## config.mk

```make
export PLATFORM = sky130hd
export DESIGN_NAME = beta_imem_arbiter
export DESIGN_NICKNAME = d
export VERILOG_FILES = /design/src/rtl/beta_pkg.sv /design/src/rtl/beta_arb_select.sv /design/src/rtl/beta_imem_arbiter.sv
export SDC_FILE = /design/constraint.sdc
export NUM_CORES = 1
export LEC_CHECK = 0
export ABC_AREA = 1
export CORE_AREA = 10 10 100 102
export DETAILED_ROUTE_END_ITERATION = 8
export DIE_AREA = 0 0 110 112
export GPL_ROUTABILITY_DRIVEN = 0
export HOLD_SLACK_MARGIN = 0.12
export PLACE_DENSITY_LB_ADDON = 0.08
export SYNTH_ARGS = -nofsm -noshare
export SYNTH_HDL_FRONTEND = slang
export SYNTH_HIERARCHICAL = 1
export SYNTH_SLANG_ARGS = --single-unit
```

## constraint.sdc

```tcl
create_clock -name clk_i -period 2.5 [get_ports clk_i]
set_input_delay 0.5 -clock clk_i [delete_from_list [all_inputs] [get_ports clk_i]]
set_output_delay 0.5 -clock clk_i [all_outputs]
set_load 0.05 [all_outputs]
```

## src/rtl/beta_pkg.sv

```systemverilog
// Shared types for the beta instruction/data memory port arbiter.
// Optional round-robin arbitration is enabled with `define BETA_ARB_ROUND_ROBIN_EN.
package beta_pkg;

    typedef enum logic [1:0] {
        ARB_IDLE     = 2'd0,
        ARB_HOLD     = 2'd1,
        ARB_WAIT_RSP = 2'd2
    } arb_state_t;

    typedef enum logic {
        ARB_OWN_IF = 1'b0,
        ARB_OWN_LS = 1'b1
    } arb_owner_t;

    function automatic arb_owner_t arb_other(input arb_owner_t o);
        return (o == ARB_OWN_IF) ? ARB_OWN_LS : ARB_OWN_IF;
    endfunction

endpackage

```

## src/rtl/beta_arb_select.sv

```systemverilog
// Winner selection between fetch and LSU requests.
// With BETA_ARB_ROUND_ROBIN_EN defined, ties go to whoever did not win last.
module beta_arb_select
    import beta_pkg::*;
(
`ifdef BETA_ARB_ROUND_ROBIN_EN
    input  logic       clk_i,
    input  logic       rst_i,
    input  logic       i_update,
    input  arb_owner_t i_granted,
`endif
    input  logic       i_if_req,
    input  logic       i_ls_req,
    output arb_owner_t o_winner
);

`ifdef BETA_ARB_ROUND_ROBIN_EN
    arb_owner_t r_last;

    // Resetting to IF makes the LSU the first winner of a tie.
    always_ff @(posedge clk_i) begin
        if (rst_i) begin
            r_last <= ARB_OWN_IF;
        end else if (i_update) begin
            r_last <= i_granted;
        end
    end

    always_comb begin
        o_winner = ARB_OWN_IF;
        if (i_if_req && i_ls_req) begin
            o_winner = arb_other(r_last);
        end else if (i_ls_req) begin
            o_winner = ARB_OWN_LS;
        end
    end
`else
    always_comb begin
        o_winner = i_ls_req ? ARB_OWN_LS : ARB_OWN_IF;
    end

    logic w_unused;
    assign w_unused = i_if_req;
`endif

endmodule

```

## src/rtl/beta_imem_arbiter.sv

```systemverilog
// Shares one memory port between instruction fetch and the LSU, one transaction in flight.
// Define BETA_ARB_ROUND_ROBIN_EN for round-robin instead of fixed LSU-over-IF priority.
module beta_imem_arbiter
    import beta_pkg::*;
#(
    parameter int DataWidth = 32,
    parameter int AddrWidth = 32
) (
    input  logic                   clk_i,
    input  logic                   rst_i,
    input  logic                   arb_if_req_i,
    input  logic [AddrWidth-1:0]   arb_if_addr_i,
    output logic                   arb_if_ready_o,
    output logic                   arb_if_valid_o,
    output logic [DataWidth-1:0]   arb_if_rdata_o,
    input  logic                   arb_ls_req_i,
    input  logic                   arb_ls_we_i,
    input  logic [DataWidth/8-1:0] arb_ls_be_i,
    input  logic [AddrWidth-1:0]   arb_ls_addr_i,
    input  logic [DataWidth-1:0]   arb_ls_wdata_i,
    output logic                   arb_ls_ready_o,
    output logic                   arb_ls_valid_o,
    output logic [DataWidth-1:0]   arb_ls_rdata_o,
    output logic                   arb_mem_req_o,
    output logic                   arb_mem_we_o,
    output logic [DataWidth/8-1:0] arb_mem_be_o,
    output logic [AddrWidth-1:0]   arb_mem_addr_o,
    output logic [DataWidth-1:0]   arb_mem_wdata_o,
    input  logic                   arb_mem_ready_i,
    input  logic                   arb_mem_valid_i,
    input  logic [DataWidth-1:0]   arb_mem_rdata_i,
    output logic                   arb_owner_o,
    output logic                   arb_busy_o,
    output logic                   arb_err_o
);

    localparam int BeWidth = DataWidth / 8;

    arb_state_t r_state, w_state_next;
    arb_owner_t r_owner, w_owner_next;
    logic       r_err,   w_err_next;

    arb_owner_t w_winner;
    arb_owner_t w_sel;
    arb_owner_t w_mux_sel;
    logic       w_sel_req;
    logic       w_mem_req;
    logic       w_grant;
    logic       w_rsp;
    logic       w_enter_wait;
    logic       w_run;

    beta_arb_select u_sel (
`ifdef BETA_ARB_ROUND_ROBIN_EN
        .clk_i     (clk_i),
        .rst_i     (rst_i),
        .i_update  (w_enter_wait),
        .i_granted (w_owner_next),
`endif
        .i_if_req  (arb_if_req_i),
        .i_ls_req  (arb_ls_req_i),
        .o_winner  (w_winner)
    );

    always_ff @(posedge clk_i) begin
        if (rst_i) begin
            r_state <= ARB_IDLE;
            r_owner <= ARB_OWN_IF;
            r_err   <= 1'b0;
        end else begin
            r_state <= w_state_next;
            r_owner <= w_owner_next;
            r_err   <= w_err_next;
        end
    end

    // In IDLE the selected requester is the combinational winner; otherwise the locked owner.
    assign w_sel     = (r_state == ARB_IDLE) ? w_winner : r_owner;
    assign w_sel_req = (w_sel == ARB_OWN_LS) ? arb_ls_req_i : arb_if_req_i;

    always_comb begin
        w_state_next = r_state;
        w_owner_next = r_owner;
        w_err_next   = r_err;
        w_mem_req    = 1'b0;
        w_grant      = 1'b0;
        w_rsp        = 1'b0;
        w_enter_wait = 1'b0;
        case (r_state)
            ARB_IDLE: begin
                w_mem_req = w_sel_req;
                w_grant   = w_sel_req & arb_mem_ready_i;
                if (arb_mem_valid_i) begin
                    w_err_next = 1'b1;
                end
                if (w_sel_req) begin
                    w_owner_next = w_winner;
                    if (arb_mem_ready_i) begin
                        w_state_next = ARB_WAIT_RSP;
                        w_enter_wait = 1'b1;
                    end else begin
                        w_state_next = ARB_HOLD;
                    end
                end
            end
            ARB_HOLD: begin
                w_mem_req = w_sel_req;
                w_grant   = w_sel_req & arb_mem_ready_i;
                if (arb_mem_valid_i) begin
                    w_err_next = 1'b1;
                end
                if (!w_sel_req) begin
                    w_state_next = ARB_IDLE;
                end else if (arb_mem_ready_i) begin
                    w_state_next = ARB_WAIT_RSP;
                    w_enter_wait = 1'b1;
                end
            end
            ARB_WAIT_RSP: begin
                if (arb_mem_valid_i) begin
                    w_rsp        = 1'b1;
                    w_state_next = ARB_IDLE;
                end
            end
            default: begin
                w_state_next = ARB_IDLE;
            end
        endcase
    end

    // While rst_i is high every output is held at 0, except the payload mux which follows IF.
    assign w_run     = ~rst_i;
    assign w_mux_sel = rst_i ? ARB_OWN_IF : w_sel;

    assign arb_mem_req_o   = w_run & w_mem_req;
    assign arb_mem_addr_o  = (w_mux_sel == ARB_OWN_LS) ? arb_ls_addr_i : arb_if_addr_i;
    assign arb_mem_wdata_o = (w_mux_sel == ARB_OWN_LS) ? arb_ls_wdata_i : '0;
    assign arb_mem_we_o    = (w_mux_sel == ARB_OWN_LS) & arb_ls_we_i;
    assign arb_mem_be_o    = {BeWidth{w_mux_sel == ARB_OWN_LS}} & arb_ls_be_i;

    assign arb_if_ready_o  = w_run & w_grant & (w_sel == ARB_OWN_IF);
    assign arb_ls_ready_o  = w_run & w_grant & (w_sel == ARB_OWN_LS);

    assign arb_if_valid_o  = w_run & w_rsp & (r_owner == ARB_OWN_IF);
    assign arb_ls_valid_o  = w_run & w_rsp & (r_owner == ARB_OWN_LS);
    assign arb_if_rdata_o  = arb_if_valid_o ? arb_mem_rdata_i : '0;
    assign arb_ls_rdata_o  = arb_ls_valid_o ? arb_mem_rdata_i : '0;

    assign arb_owner_o     = w_run & (r_owner == ARB_OWN_LS);
    assign arb_busy_o      = w_run & (r_state != ARB_IDLE);
    assign arb_err_o       = w_run & r_err;

endmodule

```

### Yosys cells after proc, flatten, opt, wreduce, memory -nomap -nowiden

Cells that the tools add are included.

* flip-flop bits (word level): 4
* latch bits: 0
* RAM bits: 0
* memory bits (read-only): 0
* output and inout port bits: 141
* word-level logic and storage cells: 48
* memories: 0

* $add $sub $neg: 0
* multipliers: 0
* div/mod/pow operators: 0
* order comparisons: 0
* eq/ne operators: 5
* shifts and indexed selects: 0
* multiplexer cells: 18
* bitwise logic cells: 16
* reduce and logical (&&, ||, !) cells: 6

Operators with widths (count)
* $mux W32: 4
* $and A1 B1 Y1: 12
* $mux W2: 5
* $mux W1: 8
* $pmux W2 S3: 1
* $and A4 B4 Y4: 1
* $ne A2 B2 Y1 const B: 2
* $reduce_and A2 Y1: 2
* $ne A3 B3 Y1 const B: 1
* $not A1 Y1: 3
* $reduce_and A3 Y1: 1
* $eq A2 B1 Y1 const B: 1
* $eq A2 B2 Y1 const B: 1
* $logic_not A2 Y1: 1
* $reduce_bool A2 Y1: 1
* $reduce_or A2 Y1: 1

### Longest topological paths before layout

Gate-level depths: netlist of run 1.

* depth in word-level cells: 7
* gate-level depth with buffers: 8
* gate-level depth less buffers: 8

### Hierarchy

Netlist of run 1, hierarchy kept.

By module, submodules not included
* beta_imem_arbiter: instances 1, cells each 334, area each 1446.4 um^2, seq. area each 80.1 um^2
* beta_arb_select: instances 1, cells each 1, area each 7.5 um^2, seq. area each 0.0 um^2

### Worst setup path before layout of run 1

Ideal clock, no wire load.

* path kind: input -> output
* from: in rst_i
* to: out arb_ls_rdata_o[22]
* arrival: 2.549 ns
* data required time: 2.000 ns
* path slack: -0.549 ns
* cell stages on the path: 5
* cells stage by stage: buf_2 nor2_1 nand2_1 clkbuf_1 nor2_1

* longest elaborated chain between the ends: 4

Ends and longest elaborated chain
* from (decl): line beta_imem_arbiter.sv:10 `input logic rst_i,`
* $not A1 Y1: line beta_imem_arbiter.sv:132 `assign w_run = ~rst_i;`
* $and A1 B1 Y1 (2 in a row): line beta_imem_arbiter.sv:145 `assign arb_ls_valid_o = w_run & w_rsp & (r_owner == ARB_OWN_LS);`
* $mux W32: line beta_imem_arbiter.sv:147 `assign arb_ls_rdata_o = arb_ls_valid_o ? arb_mem_rdata_i : '0;`
* to (decl): line beta_imem_arbiter.sv:23 `output logic [DataWidth-1:0] arb_ls_rdata_o,`

Every way passes these cells.

### Worst setup path in the final report of run 1

* from: in arb_mem_valid_i
* to: out arb_if_rdata_o[21]

* longest elaborated chain between the ends: 5

Ends and longest elaborated chain
* from (decl): line beta_imem_arbiter.sv:30 `input logic arb_mem_valid_i,`
* $mux W1: line beta_imem_arbiter.sv:120 `if (arb_mem_valid_i) begin`
* $mux W1: line beta_imem_arbiter.sv:89 `case (r_state)`
* $and A1 B1 Y1 (2 in a row): line beta_imem_arbiter.sv:144 `assign arb_if_valid_o = w_run & w_rsp & (r_owner == ARB_OWN_IF);`
* $mux W32: line beta_imem_arbiter.sv:146 `assign arb_if_rdata_o = arb_if_valid_o ? arb_mem_rdata_i : '0;`
* to (decl): line beta_imem_arbiter.sv:15 `output logic [DataWidth-1:0] arb_if_rdata_o,`

Every way passes these cells.

==> results of run 1 <==
[power by group]
| group | switching (W) | internal (W) |
|---|---|---|
| sequential | 0.00000409 | 0.0000695 |
| clock | 0.0000398 | 0.000103 |
| combinational | 0.000677 | 0.000637 |
| total | 0.000721 | 0.000810 |
[stage by stage]
step	area (µm²)	util, %	TNS (ns)	total power (W)	instances
2_1_floorplan	1590	-	0	0.000636	335
3_3_place_gp	5980	74.2	0	0.00137	713
3_5_place_dp	5980	74.2	0	0.00138	713
4_1_cts	6020	74.7	0	0.00153	716
5_1_grt	6120	76.0	-0.0529	0.00159	716
6_report	6120	76.0	0	0.00153	716
[path summary, 6_finish.rpt]
check	cells after the start	start	slack (ns)	end
hold / removal	2	r_err	0.45	r_err
setup / recovery	7	arb_mem_valid_i	0.09	arb_if_rdata_o[21]
hold reg to reg	2	r_err	0.45	r_err
setup reg to reg	7	r_state[1]	1.30	r_state[1]
[cell type report]
cell class / instances / area (µm²) / area share, %
clock buffer: 3 / 41.3 / 0.674
sequential: 4 / 80.1 / 1.31
tap: 105 / 131 / 2.15
inverter: 80 / 300 / 4.90
timing repair buffer: 294 / 4380 / 71.6
multi-input combinational: 230 / 1190 / 19.4
[critical path, cell delays in order]
cell and delay (ns):
clkdlybuf4s50_1 0.47, inv_1 0.08, nor3_4 0.15, nand3_1 0.14
buf_4 0.23, nor2_2 0.17, buf_12 0.16
[flip-flops by register name, indices dropped and copies added (netlist names)]
| signal | cells |
|---|---|
| r_err | 1 |
| r_state | 2 |
| r_owner | 1 |
[per-layer routing]
metal  global-route usage, %  part of all wire, %  wire length [µm]  up-vias
met4                    4.08                  1.6               206        0
li1                        -                    -                 -     1507
met3                    10.9                   14              1920       15
met2                    38.1                   53              6970      176
met1                    18.9                   31              4170     1357
met5                       0                    0                 0        -
[kinds of logic after synthesis]
group,synth area share (%)
AO/OA/AOI/OAI,1.63
buffers and inverters,28.1
AND/OR/NAND/NOR,64.7
flip-flops,5.51
[cells in the final DEF (no fill, tap or decap)]
cell / count
o2111ai_1: 1
buf_6: 3
buf_12: 145
nand2_1: 74
o21ai_0: 1
nor2_4: 11
a21oi_1: 2
dfxtp_1: 4
inv_2: 3
nor2_2: 62
nor2_1: 36
nand4_1: 1
nand3_1: 37
nor3_4: 1
dlymetal6s2s_1: 2
nand2_4: 1
clkdlybuf4s50_1: 136
clkbuf_8: 3
inv_1: 77
nand2_2: 3
buf_4: 8
[what timing repair did]
item,CTS,global route
endpoints found under the hold margin,0,0
gates resized for setup,0,39
endpoints found under the setup margin,0,83
==> reports/summary.txt, run 1 <==
status - completed
final wirelength - 13300 µm
post-synth top area cell - nor2_1
Setup Viol. Count Final - 0
total setup buffers inserted after CTS - 0
Max-Slew Margin vs Limit - 83.8%
share of the synthesized area in the top cell type - 25.6%
# fillers - 575
Crit Path Class - input port to output port
Area Growth Syn to Fin - 321%
number of synthesized register bits - 4
Setup Skew - 0.000495 ns
CTS hold repair buffers - 0
Routed Antenna Nets - 0
Max Clock Freq - 416 MHz
top-count cell post-synth - nor2_1
Die Width - 110 µm
grt ovf - 0
Core ar. - 0.00805 mm²
sequential area share after synthesis - 5.51%
num ports - 280
Avg Cell Area, Syn - 4.34 µm²
routed wire length per instance - 18.5 µm
vias - 3055
Nets - 752
largest net degree at the start of global routing - 31
vias in the first global route - 3223
pre-CTS WS - 0.0137 ns
clk sinks - 4
later-pin clock latency in the skew report - 0.23 ns
Fin. Hold Viols - 0
share of post-route cells with drive strength above 1 - 39.3%
Ys Warns - 6
CP Launch Type - input port
top cells by area, synth - nor2_1 26%, inv_1 20%, nand2_1 19%
TritonCTS clock tree - built
clock-pin slew of the registers on the worst-case setup and hold paths - 0.03 ns
global-route wire length before repair - 19500 µm
first-pass detailed-route iteration total - 6
Critical Path RT - 2.00 ns
crit path DAT - 1.91 ns
die area - 0.0123 mm²
cell count after synthesis - 335
pwr/cell area - 250 mW/mm²
chip height - 112 µm
root buffer cell - clkbuf_8
RSZ-0062 raised after global routing - true
worst slew pin tran - 0.242 ns
# diodes - 0
fin crit period - 2.41 ns
final cycle utilization of the critical path - 96.3%
DRC - 0
post-synth cell types - 19
antenna violations before repair - 0
CP Max Fanout - 13
prevailing post-synth register cell - dfxtp_1
total track usage - 20.4%
Critical Path End Type - output port
CTS Buf Count - 3
Max Slew Vio Count - 0
I/O Buffers - 279
total of max-cap violations - 0
P_leak - 2.89 nW
DR vias/cell - 4.27
synth cell count leaders - 99 x nor2_1, 77 x inv_1, 75 x nand2_1
hold slack final - 0.452 ns
H-tree levels - 1
HPWL after DPL - 12000 µm
Peak VDD IR - 0.143 mV
setup slack after layout - 0.0933 ns
Rows - 33
clock tree buffer depth - 2
drt initial violations - 107
Async SR Flop Fraction - 0%
HP Class - flip-flop to flip-flop
synthesized area - 0.00145 mm²
Starting Density - 18.1%
Synthesized Nets - 474
number of flops mapped to enable cells by yosys - 0
Note: power is estimated with default switching activity, not from simulation.
==> inputs of run 2 (changes only) <==
--- a/config.mk
+++ b/config.mk
@@ -6,6 +6,7 @@
 export NUM_CORES = 1
 export LEC_CHECK = 0
 export ABC_AREA = 1
+export CAP_MARGIN = 25
 export CORE_AREA = 10 10 100 102
 export DETAILED_ROUTE_END_ITERATION = 8
 export DIE_AREA = 0 0 110 112
==> results of run 2 <==
Final layout, timing and power as in run 1 (identical DEF).
